`src/rtl/ram_ctrl_pkg.sv`:
```
// Shared types for the RAM_8x8 arbiter/sequencer.
// FSM state encoding, port-select encoding and default sizes.
package ram_ctrl_pkg;

  localparam int ADDR_W_DEF = 3;
  localparam int DATA_W_DEF = 8;

  typedef enum logic [2:0] {
    ST_IDLE,
    ST_ACCESS,
    ST_ACK,
    ST_INIT,
    ST_DONE
  } state_e;

  typedef enum logic {
    SEL_P0 = 1'b0,
    SEL_P1 = 1'b1
  } sel_e;

  function automatic sel_e other_port(sel_e s);
    return (s == SEL_P0) ? SEL_P1 : SEL_P0;
  endfunction

endpackage

```
`src/rtl/ram_8x8_arbiter_rr_arb2.sv`:
```
// Two-requester round-robin picker: combinational pick,
// registered pointer. Ports: clk, clr (async low), en, req0/1 -> valid, gnt (1 = P1).
import ram_ctrl_pkg::*;

module rr_arb2 (
  input  logic clk,
  input  logic clr,
  input  logic en,
  input  logic req0,
  input  logic req1,
  output logic valid,
  output logic gnt
);

  sel_e ptr_q, ptr_d;
  sel_e pick;

  always_comb begin
    pick  = SEL_P0;
    ptr_d = ptr_q;
    if (req0 && req1) begin
      pick = ptr_q;
      // Only a real tie moves the pointer, to the loser.
      if (en) ptr_d = other_port(ptr_q);
    end else if (req1) begin
      pick = SEL_P1;
    end
  end

  assign valid = req0 | req1;
  assign gnt   = (pick == SEL_P1);

  always_ff @(posedge clk or negedge clr) begin
    if (!clr) ptr_q <= SEL_P0;
    else      ptr_q <= ptr_d;
  end

endmodule

```
`src/rtl/ram_8x8_arbiter.sv`:
```
// Shares one RAM_8x8 between ports P0/P1 (round-robin) and runs
// a full-memory init. Ports: clk, clr, req/we/addr/wdata/ack/rdata x2,
// init_req, busy, init_done, ram_rw/ram_addr/ram_din out, ram_dout in.
import ram_ctrl_pkg::*;

module ram_8x8_arbiter #(
  parameter int ADDR_W = ADDR_W_DEF,
  parameter int DATA_W = DATA_W_DEF,
  parameter logic [DATA_W-1:0] INIT_VALUE = '0
) (
  input  logic              clk,
  input  logic              clr,
  input  logic              req0,
  input  logic              we0,
  input  logic [ADDR_W-1:0] addr0,
  input  logic [DATA_W-1:0] wdata0,
  output logic              ack0,
  output logic [DATA_W-1:0] rdata0,
  input  logic              req1,
  input  logic              we1,
  input  logic [ADDR_W-1:0] addr1,
  input  logic [DATA_W-1:0] wdata1,
  output logic              ack1,
  output logic [DATA_W-1:0] rdata1,
  input  logic              init_req,
  output logic              busy,
  output logic              init_done,
  output logic              ram_rw,
  output logic [ADDR_W-1:0] ram_addr,
  output logic [DATA_W-1:0] ram_din,
  input  logic [DATA_W-1:0] ram_dout
);

  localparam logic [ADDR_W-1:0] LAST = '1;

  state_e state_q, state_d;
  sel_e   sel_q, sel_d, win;

  logic              pend_q, pend_d;
  logic              rw_q, rw_d;
  logic [ADDR_W-1:0] addr_q, addr_d;
  logic [DATA_W-1:0] din_q, din_d;
  logic              ack0_q, ack0_d;
  logic              ack1_q, ack1_d;
  logic              done_q, done_d;
  logic [DATA_W-1:0] rd0_q, rd0_d;
  logic [DATA_W-1:0] rd1_q, rd1_d;

  logic arb_en, arb_valid, arb_gnt;

  rr_arb2 u_arb (
    .clk   (clk),
    .clr   (clr),
    .en    (arb_en),
    .req0  (req0),
    .req1  (req1),
    .valid (arb_valid),
    .gnt   (arb_gnt)
  );

  assign win = arb_gnt ? SEL_P1 : SEL_P0;

  always_comb begin
    state_d = state_q;
    sel_d   = sel_q;
    pend_d  = pend_q | init_req;
    rw_d    = 1'b0;
    addr_d  = addr_q;
    din_d   = din_q;
    ack0_d  = 1'b0;
    ack1_d  = 1'b0;
    done_d  = 1'b0;
    rd0_d   = rd0_q;
    rd1_d   = rd1_q;
    arb_en  = 1'b0;
    unique case (state_q)
      ST_IDLE: begin
        if (pend_q) begin
          state_d = ST_INIT;
          pend_d  = 1'b0;
          rw_d    = 1'b1;
          addr_d  = '0;
          din_d   = INIT_VALUE;
        end else if (arb_valid) begin
          arb_en  = 1'b1;
          state_d = ST_ACCESS;
          sel_d   = win;
          if (win == SEL_P1) begin
            rw_d   = we1;
            addr_d = addr1;
            din_d  = wdata1;
          end else begin
            rw_d   = we0;
            addr_d = addr0;
            din_d  = wdata0;
          end
        end
      end
      ST_ACCESS: begin
        state_d = ST_ACK;
        if (sel_q == SEL_P1) begin
          ack1_d = 1'b1;
          if (!rw_q) rd1_d = ram_dout;
        end else begin
          ack0_d = 1'b1;
          if (!rw_q) rd0_d = ram_dout;
        end
      end
      ST_ACK: state_d = ST_IDLE;
      ST_INIT: begin
        din_d  = INIT_VALUE;
        // ram_addr doubles as the init counter and wraps to 0.
        addr_d = addr_q + 1'b1;
        if (addr_q == LAST) begin
          state_d = ST_DONE;
          done_d  = 1'b1;
        end else begin
          rw_d = 1'b1;
        end
      end
      ST_DONE: state_d = ST_IDLE;
      default: state_d = ST_IDLE;
    endcase
  end

  always_ff @(posedge clk or negedge clr) begin
    if (!clr) begin
      state_q <= ST_IDLE;
      sel_q   <= SEL_P0;
      pend_q  <= 1'b0;
      rw_q    <= 1'b0;
      addr_q  <= '0;
      din_q   <= '0;
      ack0_q  <= 1'b0;
      ack1_q  <= 1'b0;
      done_q  <= 1'b0;
      rd0_q   <= '0;
      rd1_q   <= '0;
    end else begin
      state_q <= state_d;
      sel_q   <= sel_d;
      pend_q  <= pend_d;
      rw_q    <= rw_d;
      addr_q  <= addr_d;
      din_q   <= din_d;
      ack0_q  <= ack0_d;
      ack1_q  <= ack1_d;
      done_q  <= done_d;
      rd0_q   <= rd0_d;
      rd1_q   <= rd1_d;
    end
  end

  assign busy      = (state_q != ST_IDLE);
  assign init_done = done_q;
  assign ack0      = ack0_q;
  assign ack1      = ack1_q;
  assign rdata0    = rd0_q;
  assign rdata1    = rd1_q;
  assign ram_rw    = rw_q;
  assign ram_addr  = addr_q;
  assign ram_din   = din_q;

endmodule
```
`config.mk`:
```
export PLATFORM = sky130hd
export DESIGN_NAME = ram_8x8_arbiter
export DESIGN_NICKNAME = d
export VERILOG_FILES = /design/src/rtl/ram_ctrl_pkg.sv /design/src/rtl/ram_8x8_arbiter_rr_arb2.sv /design/src/rtl/ram_8x8_arbiter.sv
export SDC_FILE = /design/constraint.sdc
export NUM_CORES = 1
export LEC_CHECK = 0
export BUFFER_PORTS_ARGS = -buffer_cell sky130_fd_sc_hd__buf_2
export CAP_MARGIN = 20
export CORE_AREA = 10 10 88 60
export CTS_CLUSTER_SIZE = 8
export DETAILED_ROUTE_END_ITERATION = 10
export DIE_AREA = 0 0 98 70
export PLACE_DENSITY = 0.76
export SLEW_MARGIN = 20
export SYNTH_ARGS = -nofsm -noshare
export SYNTH_HDL_FRONTEND = slang
export SYNTH_HIERARCHICAL = 1
export SYNTH_SLANG_ARGS = --single-unit
```
`constraint.sdc`:
```
create_clock -name clk -period 1.6 [get_ports clk]
set_input_delay 0.32 -clock clk [delete_from_list [all_inputs] [get_ports clk]]
set_output_delay 0.32 -clock clk [all_outputs]
set_load 0.03 [all_outputs]
```
# After elaboration in Yosys (flattened, before gate mapping)

Index checks and enable logic that the tools add are counted.

Logic and storage cells: 65
Register bits: 37
Input bits: 37

Bitwise operators: 5
Equal/unequal tests: 5
Mux-type cells: 32
Add/subtract/negate cells: 1
Reductions and logical operators: 10

Operators with widths:

| operator                                                        | number |
|---|---|
| 8-bit two-way mux                                               | 3 |
| 1-bit two-way mux                                               | 19 |
| 3-bit two-way mux                                               | 6 |
| 8-bit one-hot mux with 2 select lines                           | 1 |
| 3-bit one-hot mux with 3 select lines                           | 1 |
| 3-bit AND reduction                                             | 3 |
| 3-bit one-hot mux with 2 select lines                           | 1 |
| 2-bit AND reduction                                             | 3 |
| 3-bit by 1-bit adder with 3-bit output, second input constant   | 1 |
| 3-bit by 1-bit == test with 1-bit output, second input constant | 1 |
| 3-bit by 2-bit == test with 1-bit output, second input constant | 1 |
| 3-bit == test, second input constant                            | 1 |
| 3-bit logical NOT                                               | 1 |
| 3-bit != test, second input constant                            | 1 |
| 1-bit NOT                                                       | 3 |
| 3-bit nonzero test                                              | 1 |
| 2-bit != test, second input constant                            | 1 |
| 1-bit OR                                                        | 2 |
| 1-bit one-hot mux with 2 select lines                           | 1 |
| 2-bit nonzero test                                              | 1 |
| 1-bit logical AND                                               | 1 |

# Logic depth before layout (Yosys ltp)

Gate-level depths: netlist of run 1.

Depth after elaboration: 7
Gate-level depth with buffers: 7
Depth with buffers taken out: 5

# Modules after synthesis

The synthesis of run 1 kept the hierarchy.

By module, submodules not included:

| module          | cells an instance | times used | sequential area each (µm²) | area an instance (µm²) |
|---|---|---|---|---|
| ram_8x8_arbiter | 117               | 1          | 900.9                      | 1,611.5 |
| rr_arb2         | 6                 | 1          | 25.0                       | 56.3 |

# Worst setup path after synthesis of run 1

No wires, ideal clock.

Kind: register to register
Start: reg addr_q[0], in the netlist ram_addr[0]
End: reg rw_q, in the netlist ram_rw
Buffers on the path: 0
Path slack: 0.140 ns
Arrival time: 1.378 ns
Cell stages (with the launch flop): 5
Cell sequence: dfrtp_1 -> ha_1 -> ha_1 -> or2_2 -> a31oi_1

Cells in the longest elaborated chain, start to end: 3

Ends and longest elaborated chain:

| element                               | RTL line               | RTL |
|---|---|---|
| from (decl)                           | ram_8x8_arbiter.sv:41  | `logic [ADDR_W-1:0] addr_q, addr_d;` |
| from (signal assigned)                | ram_8x8_arbiter.sv:144 | `addr_q <= addr_d;` |
| 3-bit == test                         | ram_8x8_arbiter.sv:114 | `if (addr_q == LAST) begin` |
| 1-bit two-way mux                     | ram_8x8_arbiter.sv:114 |  |
| 1-bit one-hot mux with 2 select lines | ram_8x8_arbiter.sv:76  | `unique case (state_q)` |
| via rw_d                              | ram_8x8_arbiter.sv:40  | `logic rw_q, rw_d;` |
| to (signal assigned)                  | ram_8x8_arbiter.sv:143 | `rw_q <= rw_d;` |
| to (decl)                             | ram_8x8_arbiter.sv:40  |  |

The timed path passes the listed nets, and every way through them passes these cells.
A chain may end at the register's enable or synchronous reset.

# Worst setup path in the final report of run 1

Start: reg state_q[1]
End: reg rd0_q[4], in the netlist rdata0[4]

Cells in the longest elaborated chain, start to end: 2

Ends and longest elaborated chain:

| element                                  | RTL line               | RTL |
|---|---|---|
| from (decl)                              | ram_8x8_arbiter.sv:36  | `state_e state_q, state_d;` |
| from (signal assigned)                   | ram_8x8_arbiter.sv:140 | `state_q <= state_d;` |
| 3-bit by 1-bit == test with 1-bit output | ram_8x8_arbiter.sv:76  |  |
| 3-bit AND reduction (no line)            | n/a                    |  |
| to (signal assigned)                     | ram_8x8_arbiter.sv:149 | `rd0_q <= rd0_d;` |
| to (decl)                                | ram_8x8_arbiter.sv:46  | `logic [DATA_W-1:0] rd0_q, rd0_d;` |

No other way between the ends.

==> impl_metrics.yaml, run 1 <==
outcome:
  status: "finished, final reports clean"
setup_path:
  rr_endpoint: "rdata0[4]$_DFFE_PN0P_"
  crit_path_end_kind: "register"
  reg2regPathDepth: 5
  reg2reg_slack_ns: 0.04
  cp.required_ns: 1.77
  worst_setup_path_start_kind: "register"
  reg2reg_from: "state_q[1]$_DFFE_PN0P_"
  worstSetupStartpoint: "state_q[1]$_DFFE_PN0P_"
  arrival_ns: 1.73
  cp-endpoint: "rdata0[4]$_DFFE_PN0P_"
  crit_fanout: 8
  critPathKind: "register to register"
layout:
  final_nets: 240
  layout-drive-gt1-share: 0.569
  nFillCells: 318
  fin_util: 0.585
  areaGrowthSynthToFinish_pct: 33.6
  antenna_cells: 0
synthesis:
  ys_top_cells_by_count: "37 x dfrtp_1, 11 x mux2_2, 11 x mux2i_1"
  netlist_area_um2: 1670
  yosysTopAreaCellShare: 0.555
  ys_seq_elements: 37
  syn_nets: 162
  synth_fa_ha_area_frac: 0.0150
  synth.most_common_cell: "dfrtp_1"
  yosysSeqAreaShare: 0.555
  syn_avg_cell_area_um2: 13.6
  synthMuxAreaShare: 0.212
  yosys_warnings: 6
  synth_simple_gate_area_share: 0.0915
  synthCells: 123
  synth_top_cell_by_area: "dfrtp_1"
  synth_xor_area_frac: 0.00525
  synthFlopType: "dfrtp_1"
  yosysUniqueCellTypes: 31
  synth_area_leaders: "dfrtp_1 56%, mux2_2 7.4%, mux2_4 7.2%"
  synthArstFlopShare: 1.00
  synth_compound_area_frac: 0.0848
  synth_edf_count: 0
  synth_top_family_by_area: "multiplexers"
pwr:
  clkPwrFrac: 0.150
  p_sw_mw: 1.99
  power.leakage_nw: 1.15
  seq_power_share: 0.342
  p_int_mw: 2.72
  peakVddDrop_v: 0.000977
  power_frac_comb: 0.508
  finalPower_mw: 4.71
  swShare: 0.423
  p_per_area_nw_per_um2: 2110
placed_design:
  gp_routability_congestion: 0.785
  dp_hpwl_mm: 2.98
  portBuffers: 68
routing:
  vias: 1225
  drc: 0
  drt-pass1-iter-count: 4
  drt_wl_total_mm: 3.94
  vias_per_cell: 4.86
  wire_per_inst_um: 15.7
  ant_nets: 0
  drtIter0Drc: 73
floorplan:
  die_h_um: 70
  die_area_um2: 6860
  std_cell_rows: 18
  ios: 69
  die_x_um: 98
  coreArea_um2: 3810
  start_util: 0.438
clock_tree:
  cts-buffers-inserted: 5
  cts.sinks: 37
  clockBufferDepth: 2
  tritoncts: "built"
  path_clk_slew_ns: 0.07
  htree_levels: 2
  clk_latency_ns: 0.29
  clockRootBuffer: "clkbuf_8"
run:
  cap_violations: 0
timing:
  rsz0062_at_grt: "yes"
  relSlewSlack: 0.704
  max_freq_mhz: 641
  min_period_ns: 1.56
  hold_violations: 0
  period_share: 0.975
  slew_violations: 0
  finClkSkew_ns: 0.00600
  setup_viol: 0
  tightest_slew_ns: 0.444
grt:
  grt_max_degree: 38
  grt_pass1_vias: 1374
  antenna_found_initial: 0
  globalRouteOverflowTotal: 0
  grt_usage: 0.114
  grt_first_pass_wirelength_mm: 6.42
hold_path:
  hold_path.class: "input port to asynchronous set/reset pin"
==> area by class of cell <==
class	instances	area (µm²)	share of cell area
clock inverters	1	5.00	0.00225
multi-input cells	77	694	0.312
well taps	50	62.6	0.0281
flip-flops and latches	37	928	0.417
clock buffers	7	96.3	0.0432
repair buffers	78	434	0.195
inverters	2	7.51	0.00337
==> flip-flops by register name, summed over array words and instances, names as in the netlist, 3 cells and up <==
name / cells
ram_din: 8
rdata0: 8
rdata1: 8
ram_addr: 3
state_q: 3
==> logic make-up after synthesis <==
family	Yosys count
AO/OA/AOI/OAI	18
multiplexers	30
flip-flops	37
AND/OR/NAND/NOR	26
XOR/XNOR	1
buffers and inverters	9
adder cells (fa/ha/maj)	2
==> layout by cell type (no fill, tap or decap), drive strengths merged, types with 2 or more instances in the layout <==
master   count
buf         78
dfrtp       37
mux2        19
mux2i       11
nor2         9
o2bb2ai      8
clkbuf       7
nand3        4
nand2        4
a21oi        3
inv          2
and2         2
a221o        2
ha           2
or2          2
==> timing repair <==
| item | CTS | global route |
|---|---|---|
| hold buffers | 0 | 0 |
| setup buffers | 4 | 0 |
| resized for setup | 3 | 4 |
| endpoints found under the setup margin | 1 | 4 |
==> critical path, cell delays in order (launching register included) <==
cell and delay, ns:
dfrtp_2 0.41, buf_4 0.16, nor2_2 0.15, and4bb_1 0.26, buf_12 0.15, mux2_4 0.30
==> worst min path at each step <==
stage                     from               endpoint  slack (ns)  cells past startpoint
after global routing       clr  rdata1[1]$_DFFE_PN0P_        0.11                      2
after floorplan            clr         ack0$_DFF_PN0_        0.02                      0
final                      clr         ack1$_DFF_PN0_        0.06                      2
after CTS                  clr         ack1$_DFF_PN0_        0.07                      2
after global placement     clr  rdata1[3]$_DFFE_PN0P_        0.38                      2
after detailed placement   clr  rdata0[3]$_DFFE_PN0P_        0.39                      2
==> power groups by stage <==
| stage | clock network, mW | logic, mW | registers, mW |
|---|---|---|---|
| 2_1_floorplan | 0 | 0.986 | 2.29 |
| 3_3_place_gp | 0 | 2.22 | 1.65 |
| 3_5_place_dp | 0 | 2.25 | 1.65 |
| 4_1_cts | 0.731 | 2.37 | 1.60 |
| 5_1_grt | 0.766 | 2.56 | 1.66 |
| 6_report | 0.706 | 2.39 | 1.61 |
==> through the flow <==
step	TNS [ns]	cell area, µm²	setup slack, ns	hold WS [ns]	cells
detailed placement	0	2080	0.117	0.388	240
finish	0	2230	0.0400	0.0618	252
global placement	0	2080	0.164	0.382	240
global route	-0.0446	2230	-0.0129	0.110	252
CTS	0	2210	0.0144	0.0706	252
floorplan	0	1670	0.140	0.0244	123
==> metal layers <==
layer  vias to the layer above  GRT usage  share of wire
met5                         -          0              0
met4                         0     0.0675          0.024
met3                         8     0.0432          0.067
met2                        43      0.168           0.45
met1                       575      0.139           0.46
li1                        599          -              -
(Power assumes the default switching activity.)
==> run 2: changes to the inputs <==
- CORE_AREA: 10 10 88 60 -> 10 10 87 59
- CTS_BUF_LIST: unset -> sky130_fd_sc_hd__clkbuf_4 sky130_fd_sc_hd__clkbuf_8
- DIE_AREA: 0 0 98 70 -> 0 0 97 69
- PLACE_DENSITY: 0.76 -> 0.79
==> impl_metrics.yaml, run 2 (synthesis gave the netlist of run 1 again) <==
outcome:
  status: "finished, final reports clean"
placed_design:
  gp_routability_congestion: 0.840
  dp_hpwl_mm: 3.49
  placed_cell_area_um2: 2080
  portBuffers: 68
clock_tree:
  clockRootBuffer: "clkbuf_8"
  tritoncts: "built"
  clockBufferDepth: 2
  cts.sinks: 37
  htree_levels: 2
  path_clk_slew_ns: 0.07
  clk_latency_ns: 0.28
  cts-buffers-inserted: 5
floorplan:
  die_x_um: 97
  die_area_um2: 6690
  std_cell_rows: 17
  ios: 69
  start_util: 0.470
  die_h_um: 69
  coreArea_um2: 3550
grt:
  grt_first_pass_wirelength_mm: 7.12
  globalRouteOverflowTotal: 0
  antenna_found_initial: 0
  grt_pass1_vias: 1399
  grt_usage: 0.130
  grt_max_degree: 22
layout:
  final_cell_mix: "67 x buf_2, 35 x dfrtp_1, 12 x buf_4, 11 x mux2_2, 11 x mux2i_1"
  regArea_um2: 928
  layout-drive-gt1-share: 0.571
  antenna_cells: 0
  nFillCells: 245
  fin_area_um2: 2240
  areaGrowthSynthToFinish_pct: 34.6
  final_common_cell: "buf_2"
  multiInputGateArea_um2: 693
  final_nets: 244
timing:
  fin_setup_tns_ns: 0
  tightest_slew_ns: 0.384
  min_period_ns: 1.55
  rsz0062_at_grt: "no"
  period_share: 0.966
  relSlewSlack: 0.744
  setup_viol: 0
  max_freq_mhz: 647
  hold_violations: 0
  finClkSkew_ns: 0.00319
  slew_violations: 0
setup_path:
  crit_fanout: 3
  reg2reg_from: "state_q[1]$_DFFE_PN0P_"
  reg2regPathDepth: 5
  arrival_ns: 1.23
  critPathKind: "register to output port"
  cp-endpoint: "busy"
  worst_setup_path_start_kind: "register"
  worstSetupStartpoint: "state_q[1]$_DFFE_PN0P_"
  crit_path_end_kind: "output port"
  cp.required_ns: 1.28
  reg2reg_slack_ns: 0.07
  rr_endpoint: "ram_addr[2]$_DFFE_PN0P_"
routing:
  wire_per_inst_um: 17.8
  vias: 1282
  drt_wl_total_mm: 4.49
  drt-pass1-iter-count: 4
  ant_nets: 0
  vias_per_cell: 5.09
  drc: 0
  drtIter0Drc: 67
hold_path:
  hold_start: "ram_dout[7]"
  hold_path.class: "input port to register"
  hold_depth: 2
pwr:
  power.leakage_nw: 1.16
  peakVddDrop_v: 0.000967
  finalPower_mw: 4.72
  p_per_area_nw_per_um2: 2100
run:
  cap_violations: 0
[run 2: worst min path at each step]
| stage | slack [ns] | to |
|---|---|---|
| 6_report | 0.28 | rdata0[7]$_DFFE_PN0P_ |
| 5_1_grt | 0.28 | pend_q$_DFF_PN0_ |
| 4_1_cts | 0.27 | rdata0[7]$_DFFE_PN0P_ |
| 3_5_place_dp | 0.26 | rdata0[4]$_DFFE_PN0P_ |
| 3_3_place_gp | 0.24 | rdata1[5]$_DFFE_PN0P_ |
| 2_1_floorplan | 0.02 | ack0$_DFF_PN0_ |
[run 2: area by class of cell]
cell class,count,area share
Sequential cell,37,0.414
Multi-Input combinational cell,77,0.309
Timing Repair Buffer,82,0.208
Clock buffer,7,0.0401
Tap cell,47,0.0262
Inverter,2,0.00334
[run 2: metrics by stage]
stage	hold WS, ns	cells	setup WS [ns]	utilization
6_report	0.280	252	0.0541	0.632
4_1_cts	0.272	252	0.0257	0.627
5_1_grt	0.276	252	0.00896	0.632
2_1_floorplan	0.0244	123	0.140	-
3_5_place_dp	0.258	238	0.0914	0.585
3_3_place_gp	0.239	238	0.153	0.585
[run 2: metal layers]
| metal | global-route usage | share of wire |
|---|---|---|
| met3 | 0.0268 | 0.029 |
| met4 | 0.0679 | 0.026 |
| met2 | 0.240 | 0.56 |
| met5 | 0 | 0 |
| met1 | 0.134 | 0.39 |
[run 2: worst max-delay path, stage by stage (launching register included)]
cell,delay (ns)
dfrtp_2,0.41
or3_4,0.38
buf_6,0.15
[run 2: where the power goes]
group / switching, mW / leakage [nW] / internal [mW]
Clock: 0.289 / 0.0477 / 0.358
Sequential: 0.255 / 0.461 / 1.35
Combinational: 1.46 / 0.655 / 1.00
Total: 2.01 / 1.16 / 2.71
[run 2: what timing repair did]
item	CTS	global route
endpoints found under the hold margin	16	0
resized for setup	2	6
buffers inserted	6	0
pin swaps	0	1
hold buffers	1	0
setup endpoints to repair	1	6
